===== src/rtl/sdram_scan_pkg.sv =====
// Shared types, constants and min/max seed helpers for the SDRAM scan master.
// Seeds are returned 64 bits wide; callers keep the low DATA_W bits.
package sdram_scan_pkg;

  typedef enum logic [1:0] {IDLE, ISSUE, DRAIN, DONE} scan_state_t;

  localparam int unsigned SDRAM_BASE = 0;

  function automatic logic [63:0] min_init(input int data_w, input bit signed_cmp);
    logic [63:0] ones;
    ones = {64{1'b1}} >> (64 - data_w);
    return signed_cmp ? (ones >> 1) : ones;
  endfunction

  function automatic logic [63:0] max_init(input int data_w, input bit signed_cmp);
    return signed_cmp ? (64'd1 << (data_w - 1)) : 64'd0;
  endfunction

endpackage


===== src/rtl/sdram_scan_acc.sv =====
// Min/max/beat-count accumulator for the scan master; the optional running sum
// is built only when SDRAM_SCAN_SUM_EN is defined.
module sdram_scan_acc
  import sdram_scan_pkg::*;
#(
  parameter int DATA_W     = 16,
  parameter int LEN_W      = 16,
  parameter int SIGNED_CMP = 0
) (
  input  logic              clk,
  input  logic              reset_n,
  input  logic              clear,
  input  logic              valid,
  input  logic [DATA_W-1:0] data,
  output logic [DATA_W-1:0] min,
  output logic [DATA_W-1:0] max,
  output logic [LEN_W-1:0]  count
`ifdef SDRAM_SCAN_SUM_EN
  ,
  output logic [DATA_W+LEN_W-1:0] sum
`endif
);

  // Reset always shows the unsigned image; a start seeds for the active compare mode.
  localparam logic [63:0] MIN_RST_W = min_init(DATA_W, 1'b0);
  localparam logic [63:0] MAX_RST_W = max_init(DATA_W, 1'b0);
  localparam logic [63:0] MIN_SET_W = min_init(DATA_W, SIGNED_CMP != 0);
  localparam logic [63:0] MAX_SET_W = max_init(DATA_W, SIGNED_CMP != 0);
  localparam logic [DATA_W-1:0] MIN_RST = MIN_RST_W[DATA_W-1:0];
  localparam logic [DATA_W-1:0] MAX_RST = MAX_RST_W[DATA_W-1:0];
  localparam logic [DATA_W-1:0] MIN_SET = MIN_SET_W[DATA_W-1:0];
  localparam logic [DATA_W-1:0] MAX_SET = MAX_SET_W[DATA_W-1:0];

  logic lt_min;
  logic gt_max;

  always_comb begin
    if (SIGNED_CMP != 0) begin
      lt_min = $signed(data) < $signed(min);
      gt_max = $signed(data) > $signed(max);
    end else begin
      lt_min = data < min;
      gt_max = data > max;
    end
  end

  always_ff @(posedge clk or negedge reset_n) begin
    if (!reset_n) begin
      min   <= MIN_RST;
      max   <= MAX_RST;
      count <= '0;
    end else if (clear) begin
      min   <= MIN_SET;
      max   <= MAX_SET;
      count <= '0;
    end else if (valid) begin
      if (lt_min) min <= data;
      if (gt_max) max <= data;
      count <= count + LEN_W'(1);
    end
  end

`ifdef SDRAM_SCAN_SUM_EN
  logic [DATA_W+LEN_W-1:0] data_ext;

  assign data_ext = (SIGNED_CMP != 0) ? {{LEN_W{data[DATA_W-1]}}, data}
                                      : {{LEN_W{1'b0}}, data};

  always_ff @(posedge clk or negedge reset_n) begin
    if (!reset_n)   sum <= '0;
    else if (clear) sum <= '0;
    else if (valid) sum <= sum + data_ext;
  end
`endif

endmodule


===== src/rtl/sdram_scan_master.sv =====
// Avalon-MM pipelined read master that scans a window of SDRAM words and reports
// min/max/count. Defining SDRAM_SCAN_SUM_EN adds the sum output.
module sdram_scan_master
  import sdram_scan_pkg::*;
#(
  parameter int DATA_W     = 16,
  parameter int ADDR_W     = 32,
  parameter int LEN_W      = 16,
  parameter int MAX_OUTST  = 4,
  parameter int ADDR_STEP  = 1,
  parameter int SIGNED_CMP = 0
) (
  input  logic                clk,
  input  logic                reset_n,
  input  logic                start,
  input  logic [ADDR_W-1:0]   base_addr,
  input  logic [LEN_W-1:0]    num_words,
  output logic                busy,
  output logic                done,
  output logic [DATA_W-1:0]   min,
  output logic [DATA_W-1:0]   max,
  output logic [LEN_W-1:0]    count,
  output logic [ADDR_W-1:0]   address,
  output logic                read_n,
  output logic                write_n,
  output logic                chipselect,
  output logic [DATA_W/8-1:0] byteenable,
  output logic [DATA_W-1:0]   writedata,
  input  logic                waitrequest,
  input  logic                readdatavalid,
  input  logic [DATA_W-1:0]   readdata
`ifdef SDRAM_SCAN_SUM_EN
  ,
  output logic [DATA_W+LEN_W-1:0] sum
`endif
);

  localparam int OUT_W = 4;

  scan_state_t       state, state_next;
  logic [ADDR_W-1:0] addr_next;
  logic [LEN_W-1:0]  issued, issued_next;
  logic [LEN_W-1:0]  num_q, num_next;
  logic [OUT_W-1:0]  outst, outst_next;
  logic              read_n_next, busy_next, done_next;
  logic              start_ok, accept, beat;

  assign write_n    = 1'b1;
  assign chipselect = 1'b1;
  assign byteenable = '1;
  assign writedata  = '0;

  assign start_ok = start && ((state == IDLE) || (state == DONE));
  assign accept   = !read_n && !waitrequest;
  // Beats outside an active scan, or beyond the requested length, are dropped.
  assign beat     = readdatavalid && ((state == ISSUE) || (state == DRAIN)) && (count != num_q);

  always_comb begin
    state_next  = state;
    addr_next   = address;
    issued_next = issued;
    outst_next  = outst;
    num_next    = num_q;
    case (state)
      IDLE, DONE: begin
        if (start) begin
          addr_next   = base_addr;
          issued_next = '0;
          outst_next  = '0;
          num_next    = num_words;
          state_next  = (num_words == '0) ? DONE : ISSUE;
        end
      end
      ISSUE: begin
        if (accept) begin
          addr_next   = address + ADDR_W'(ADDR_STEP);
          issued_next = issued + LEN_W'(1);
          if (issued_next == num_q) state_next = DRAIN;
        end
        outst_next = outst + OUT_W'(accept) - OUT_W'(beat);
      end
      DRAIN: begin
        outst_next = outst - OUT_W'(beat);
        if (beat && (count + LEN_W'(1) == num_q)) state_next = DONE;
      end
      default: state_next = IDLE;
    endcase
    // A stalled request keeps read_n low since neither issued nor outstanding can grow.
    read_n_next = !((state_next == ISSUE) && (issued_next < num_next) &&
                    (outst_next < OUT_W'(MAX_OUTST)));
    busy_next   = (state_next == ISSUE) || (state_next == DRAIN);
    done_next   = (state_next == DONE);
  end

  always_ff @(posedge clk or negedge reset_n) begin
    if (!reset_n) begin
      state   <= IDLE;
      address <= ADDR_W'(SDRAM_BASE);
      read_n  <= 1'b1;
      issued  <= '0;
      outst   <= '0;
      num_q   <= '0;
      busy    <= 1'b0;
      done    <= 1'b0;
    end else begin
      state   <= state_next;
      address <= addr_next;
      read_n  <= read_n_next;
      issued  <= issued_next;
      outst   <= outst_next;
      num_q   <= num_next;
      busy    <= busy_next;
      done    <= done_next;
    end
  end

  sdram_scan_acc #(
    .DATA_W    (DATA_W),
    .LEN_W     (LEN_W),
    .SIGNED_CMP(SIGNED_CMP)
  ) u_acc (
    .clk    (clk),
    .reset_n(reset_n),
    .clear  (start_ok),
    .valid  (beat),
    .data   (readdata),
    .min    (min),
    .max    (max),
    .count  (count)
`ifdef SDRAM_SCAN_SUM_EN
    ,
    .sum    (sum)
`endif
  );

endmodule


===== config.mk =====
export PLATFORM = sky130hd
export DESIGN_NAME = sdram_scan_master
export DESIGN_NICKNAME = d
export VERILOG_FILES = /design/src/rtl/sdram_scan_pkg.sv /design/src/rtl/sdram_scan_acc.sv /design/src/rtl/sdram_scan_master.sv
export SDC_FILE = /design/constraint.sdc
export NUM_CORES = 1
export LEC_CHECK = 0
export CORE_UTILIZATION = 40
export DETAILED_ROUTE_END_ITERATION = 8
export HOLD_SLACK_MARGIN = 0.12
export PLACE_DENSITY = 0.74
export SLEW_MARGIN = 15
export SYNTH_ARGS = -nofsm -noshare
export SYNTH_HDL_FRONTEND = slang
export SYNTH_SLANG_ARGS = --single-unit

===== constraint.sdc =====
create_clock -name clk -period 4.55 [get_ports clk]
set_input_delay 0.91 -clock clk [delete_from_list [all_inputs] [get_ports clk]]
set_output_delay 0.91 -clock clk [all_outputs]
set_load 0.1 [all_outputs]

==> metrics, run 1 <==
Yosys top cell area share 30.2%; R2R Setup Slk 0.76 ns; multi-input logic area 0.00495 sq mm; die area 0.0221 sq mm; status completed; GRT overflow 0; first-pass GRT wire length 40.1 mm; Mapped Cells 967; row cnt 53; Post-synth top flop dfrtp_1; Hold Path Class primary input to async pin; RSZ-0062 raised after global routing false; TritonCTS buffer count 17; clk buf depth 2; Max Cap Viol 0; Unique masters post-synth 72; minimum clock period 3.79 ns; nets@finish 1,220; Initial Util 40.8%; Tot GR Track Use 23.0%; Worst EP required 4.86 ns; I/O pin cnt 172; R2R cell count 15; ranking of synthesized cells by area dfrtp_1 (30%), ha_1 (8.7%), dfstp_2 (5.2%); # setup viols final 0; antenna diode count 0; Die Wd 149 um; fin crit share 83.2%; Worst Tran Pin Value 1.04 ns; root buf cell clkbuf_16; Post-synth EDFFs 0; CP arrival 4.10 ns; startpoint class of the critical path flip-flop; Syn Std Cell Area 0.00861 sq mm; fillcell total 1,944; post-route ant nets 0; Clock Latency Late Sink 0.42 ns; fin. max-slew vios 0; commonest non-fill, non-tap cell in the layout clkdlybuf4s50_1; post-CTS sizing 0; Starting DRT DRC Count 506; worst-path fanout max 5; Mean Syn Cell Area 8.90 sq um; largest net degree at the start of global routing 50; Relative slew margins 30.5%; worst hold slack 0.503 ns; final core occ 51.2%; Setup CP Type flip-flop to flip-flop; YS warnings 0; CTS H-tree lvls 4; Hold Buf Count CTS 0; skew final 0.0109 ns; CP endpoint kind flip-flop; Peak VDD IR 555 uV; WL final 24.5 mm; Worst Setup SP num_q[14]; f_max 0.264 GHz; Power Dens Cells 774 mW/mm^2; top cell type by total area after synthesis dfrtp_1; Vias 7,832; clock-pin slew on the worst setup and hold paths 0.06 ns; final hold vios 0; r2r endpoint read_n; asr flop ratio synth 100%; Placed Cells 1,346; routability cong. 0.933; CTS sink count 121; dpl ws 0.498 ns; setup ws final 0.762 ns; HPWL Detailed 18.2 mm; Port Buf Inserts 151; non-filler instance count after layout 1,378; setup_tns 0 ns; postcts setup bufs 0; commonest non-fill, non-tap cells in the layout clkdlybuf4s50_1 (150), dfrtp_1 (104), inv_1 (76), ha_1 (60), nand2_1 (59); drt wl/cell 17.7 um; share of layout cells above drive strength 1 8.34%; vias in the first global route 7,574; core area 0.0211 sq mm; Area Growth Syn to Fin 25.6%; DRT Pass-1 Iters 5; reg2reg start num_q[14]; DRC viols 0; CTS tree yes; Leak 4.57 nW; antenna violations before repair 0; Die H 149 um; Via density 5.68; #FFs+latches synth 121; sequential share of the synthesized area 35.4%; FF+latch area 0.00305 sq mm
## power breakdown
part           switching (mW)  total [mW]  internal, mW  leakage (nW)
sequential              0.495        2.00          1.50          1.52
combinational            3.59        5.04          1.44          2.80
clock                   0.523        1.33         0.803         0.262
## layout make-up
type,instances,share of cell area (%)
clock inverters,12,1.17
flip-flops and latches,121,28.2
inverters,76,2.64
well taps,275,3.18
repair buffers,165,14.9
clock buffers,20,4.04
multi-input cells,709,45.8
## through the flow
step / total power [mW] / area, sq um
2_1_floorplan: 5.78 / 8670
6_report: 8.36 / 10800
4_1_cts: 8.38 / 10800
3_3_place_gp: 6.97 / 10200
5_1_grt: 8.84 / 10800
3_5_place_dp: 7.04 / 10200
## synth_stat cells (all sizes together), types with 3 or more instances
cell type / count
and4: 7
nand2b: 8
inv: 76
and2: 7
nand4: 21
and3: 13
a31oi: 6
o31ai: 29
nor3: 16
ha: 60
o211ai: 48
o22ai: 25
nand3: 41
clkbuf: 44
a21o: 12
mux2i: 38
xnor2: 31
o221ai: 4
nor2b: 9
or3: 10
nor2: 47
dfstp: 17
a222oi: 4
o21ai: 57
o21a: 6
o41ai: 4
xor2: 21
nand2: 59
a21oi: 56
dfrtp: 104
a22oi: 5
or2: 3
nor4: 12
buf: 35
## critical path: stages (launching register included)
cell and delay, ns:
dfrtp_1 0.45, xnor2_1 0.45, nand4_1 0.14, nor4_1 0.31, a311o_2 0.23, inv_1 0.10, ha_1 0.23, inv_1 0.06
ha_1 0.22, a21oi_1 0.18, nor2_1 0.07, or3_1 0.35, nand3_1 0.08, o311ai_0 0.19, a2111oi_0 0.43, o221ai_1 0.19
## cells by family (layout without fill, tap and decap cells)
| group | after synthesis | after routing | share of synthesized area (%) |
|---|---|---|---|
| AND/OR/NAND/NOR | 262 | 262 | 16.2 |
| XOR/XNOR | 52 | 52 | 5.29 |
| AO/OA/AOI/OAI | 276 | 276 | 21.6 |
| other | 2 | 20 | 0.0873 |
| adder cells (fa/ha/maj) | 61 | 61 | 8.96 |
| buffers and inverters | 155 | 273 | 7.97 |
| flip-flops | 121 | 121 | 35.4 |
| multiplexers | 38 | 38 | 4.42 |
## metal layers
| metal | up-vias | routed length [um] | global-route usage, % |
|---|---|---|---|
| li1 | 3753 | - | - |
| met1 | 3826 | 11400 | 31.6 |
| met2 | 217 | 11200 | 35.8 |
| met3 | 36 | 1300 | 4.45 |
| met4 | 0 | 531 | 8.51 |
| met5 | - | 0 | 0 |
## flip-flops by register name, indices dropped and copies added, names as in the netlist
register and flops:
issued 16, address 32, outst 4, u_acc.min 16, done 1, read_n 1
num_q 16, u_acc.max 16, busy 1, state 2, u_acc.count 16
## worst max-delay path by stage
stage | to | cells past startpoint
after global routing | read_n | 15
after CTS | read_n | 15
after global placement | read_n | 9
after detailed placement | read_n | 14
final | read_n | 15
after floorplan | read_n | 17
No activity file was read; power rests on OpenSTA's default activity.
==> run 2, diff against run 1 <==
PLACE_DENSITY = 0.76   (was 0.74)
clock period = 3.3 ns   (was 4.55 ns; I/O delays follow)
==> run 2 against run 1 <==
  * Clock skew decreased by 0.0028 ns
  * First-iteration DRC count is 2.8% higher
  * Cell count up 6.2%
  * Largest cell class unchanged
  * Routed wire length up 4.9%
  * Fmax rose by 15%
  * Flip-flop and latch count did not move
  * Critical endpoint is now done
==> metrics, run 2 (synthesized netlist as in run 1, its figures left out) <==
setup ws final 0.00978 ns; worst hold slack 0.219 ns; WL final 25.6 mm; root buf cell clkbuf_16; CP arrival 3.59 ns; die area 0.0221 sq mm; final hold vios 0; Via density 5.61; Leak 5.18 nW; routability cong. 0.911; Hold Buf Count CTS 0; RSZ-0062 raised after global routing true; Peak VDD IR 756 uV; # setup viols final 0; CTS H-tree lvls 4; clk buf depth 2; Setup CP Type flip-flop to flip-flop; antenna violations before repair 0; Relative slew margins 45.7%; first-pass GRT wire length 41.1 mm; f_max 0.304 GHz; HPWL Detailed 19.3 mm; vias in the first global route 7,956; Initial Util 40.8%; design area 0.0117 sq mm; Power Dens Cells 1060 mW/mm^2; commonest non-fill, non-tap cell in the layout buf_4; Top reg by flops address; post-route ant nets 0; status completed; CTS sink count 121; fin. max-slew vios 0; Worst Tran Pin Value 0.814 ns; CP endpoint kind flip-flop; Starting DRT DRC Count 520; dpl ws -0.370 ns; I/O pin cnt 172; Tot GR Track Use 23.6%; max reg flops 32; Vias 8,212; Hold Path Class primary input to async pin; Area Growth Syn to Fin 35.7%; fin crit share 99.7%; Die Wd 149 um; Die H 149 um; share of layout cells above drive strength 1 26.9%; CTS tree yes; row cnt 53; startpoint class of the critical path flip-flop; commonest non-fill, non-tap cells in the layout buf_4 (180), dfrtp_1 (83), inv_1 (72), clkdlybuf4s50_1 (67), nand2_1 (59); TritonCTS buffer count 17; core area 0.0211 sq mm; minimum clock period 3.29 ns; Clock Latency Late Sink 0.42 ns; skew final 0.00812 ns; largest net degree at the start of global routing 59; Max Cap Viol 0; DRT Pass-1 Iters 8; drt wl/cell 17.5 um; Port Buf Inserts 151; nets@finish 1,305; antenna diode count 0; DRC viols 0; fillcell total 1,888; worst-path fanout max 6; clock-pin slew on the worst setup and hold paths 0.06 ns; DP Area 0.0108 sq mm; Worst EP required 3.60 ns; GRT overflow 0
run 2: report_power, final:
group	internal (mW)	total (mW)	leakage [nW]	switching, mW
clock network	1.32	2.04	0.310	0.722
registers	2.08	2.67	1.48	0.595
logic	2.37	7.67	3.39	5.29
run 2: timing repair:
item                                    4_1_cts  5_1_grt
resized for setup                             5       37
pin swaps                                     4       13
setup buffers                                 4        3
endpoints found under the setup margin        1        2
run 2: worst max-delay path, stage by stage, from the launching register on:
cell and delay, ns:
dfrtp_1 0.39, ha_2 0.21, buf_4 0.14, nand4_1 0.16, or3_4 0.40, a211o_1 0.30, nand3_2 0.08, o2111ai_4 0.16
o41ai_4 0.40, a32oi_2 0.11, buf_4 0.15, buf_4 0.12, buf_4 0.12, buf_4 0.12, buf_4 0.12, ha_1 0.18
run 2: layer usage:
metal  routed length [um]  vias to the layer above  part of all wire, %  GRT usage, %
li1                     -                     3923                    -             -
met1                11400                     3969                   44          31.7
met2                12300                      275                   48          37.7
met3                 1360                       45                  5.3          3.93
met4                  584                        0                  2.3          9.48
met5                    0                        -                    0             0
run 2: stage by stage:
step                      instances  util, %  setup TNS (ns)  power (mW)
after floorplan                 985        -               0        8.03
after global placement         1424     51.1          -0.347        9.91
after detailed placement       1424     51.1          -0.370        10.0
after CTS                      1460     54.4               0        12.2
after global routing           1463     55.4          -0.156        13.1
final                          1463     55.4               0        12.4
run 2: layout make-up:
type                            instances  area (sq um)  share of cell area (%)
Timing Repair Buffer                  250          2060                    17.7
Clock buffer                           23           510                    4.37
Sequential cell                       121          3100                    26.5
Inverter                               76           288                    2.46
Tap cell                              275           344                    2.95
Clock inverter                          9           133                    1.14
Multi-Input combinational cell        709          5240                    44.9
run 2: worst paths after layout:
check | from | to | slack [ns] | depth (start not counted)
worst min register to register | u_acc.min[4] | u_acc.min[4] | 0.53 | 2
worst min-delay path | reset_n | issued[11] | 0.22 | 1
max in group asynchronous | reset_n | u_acc.min[0] | 2.29 | 2
min in group clk | u_acc.min[4] | u_acc.min[4] | 0.53 | 2
worst max-delay path | issued[1] | done | 0.01 | 15
worst max register to register | issued[1] | done | 0.01 | 15
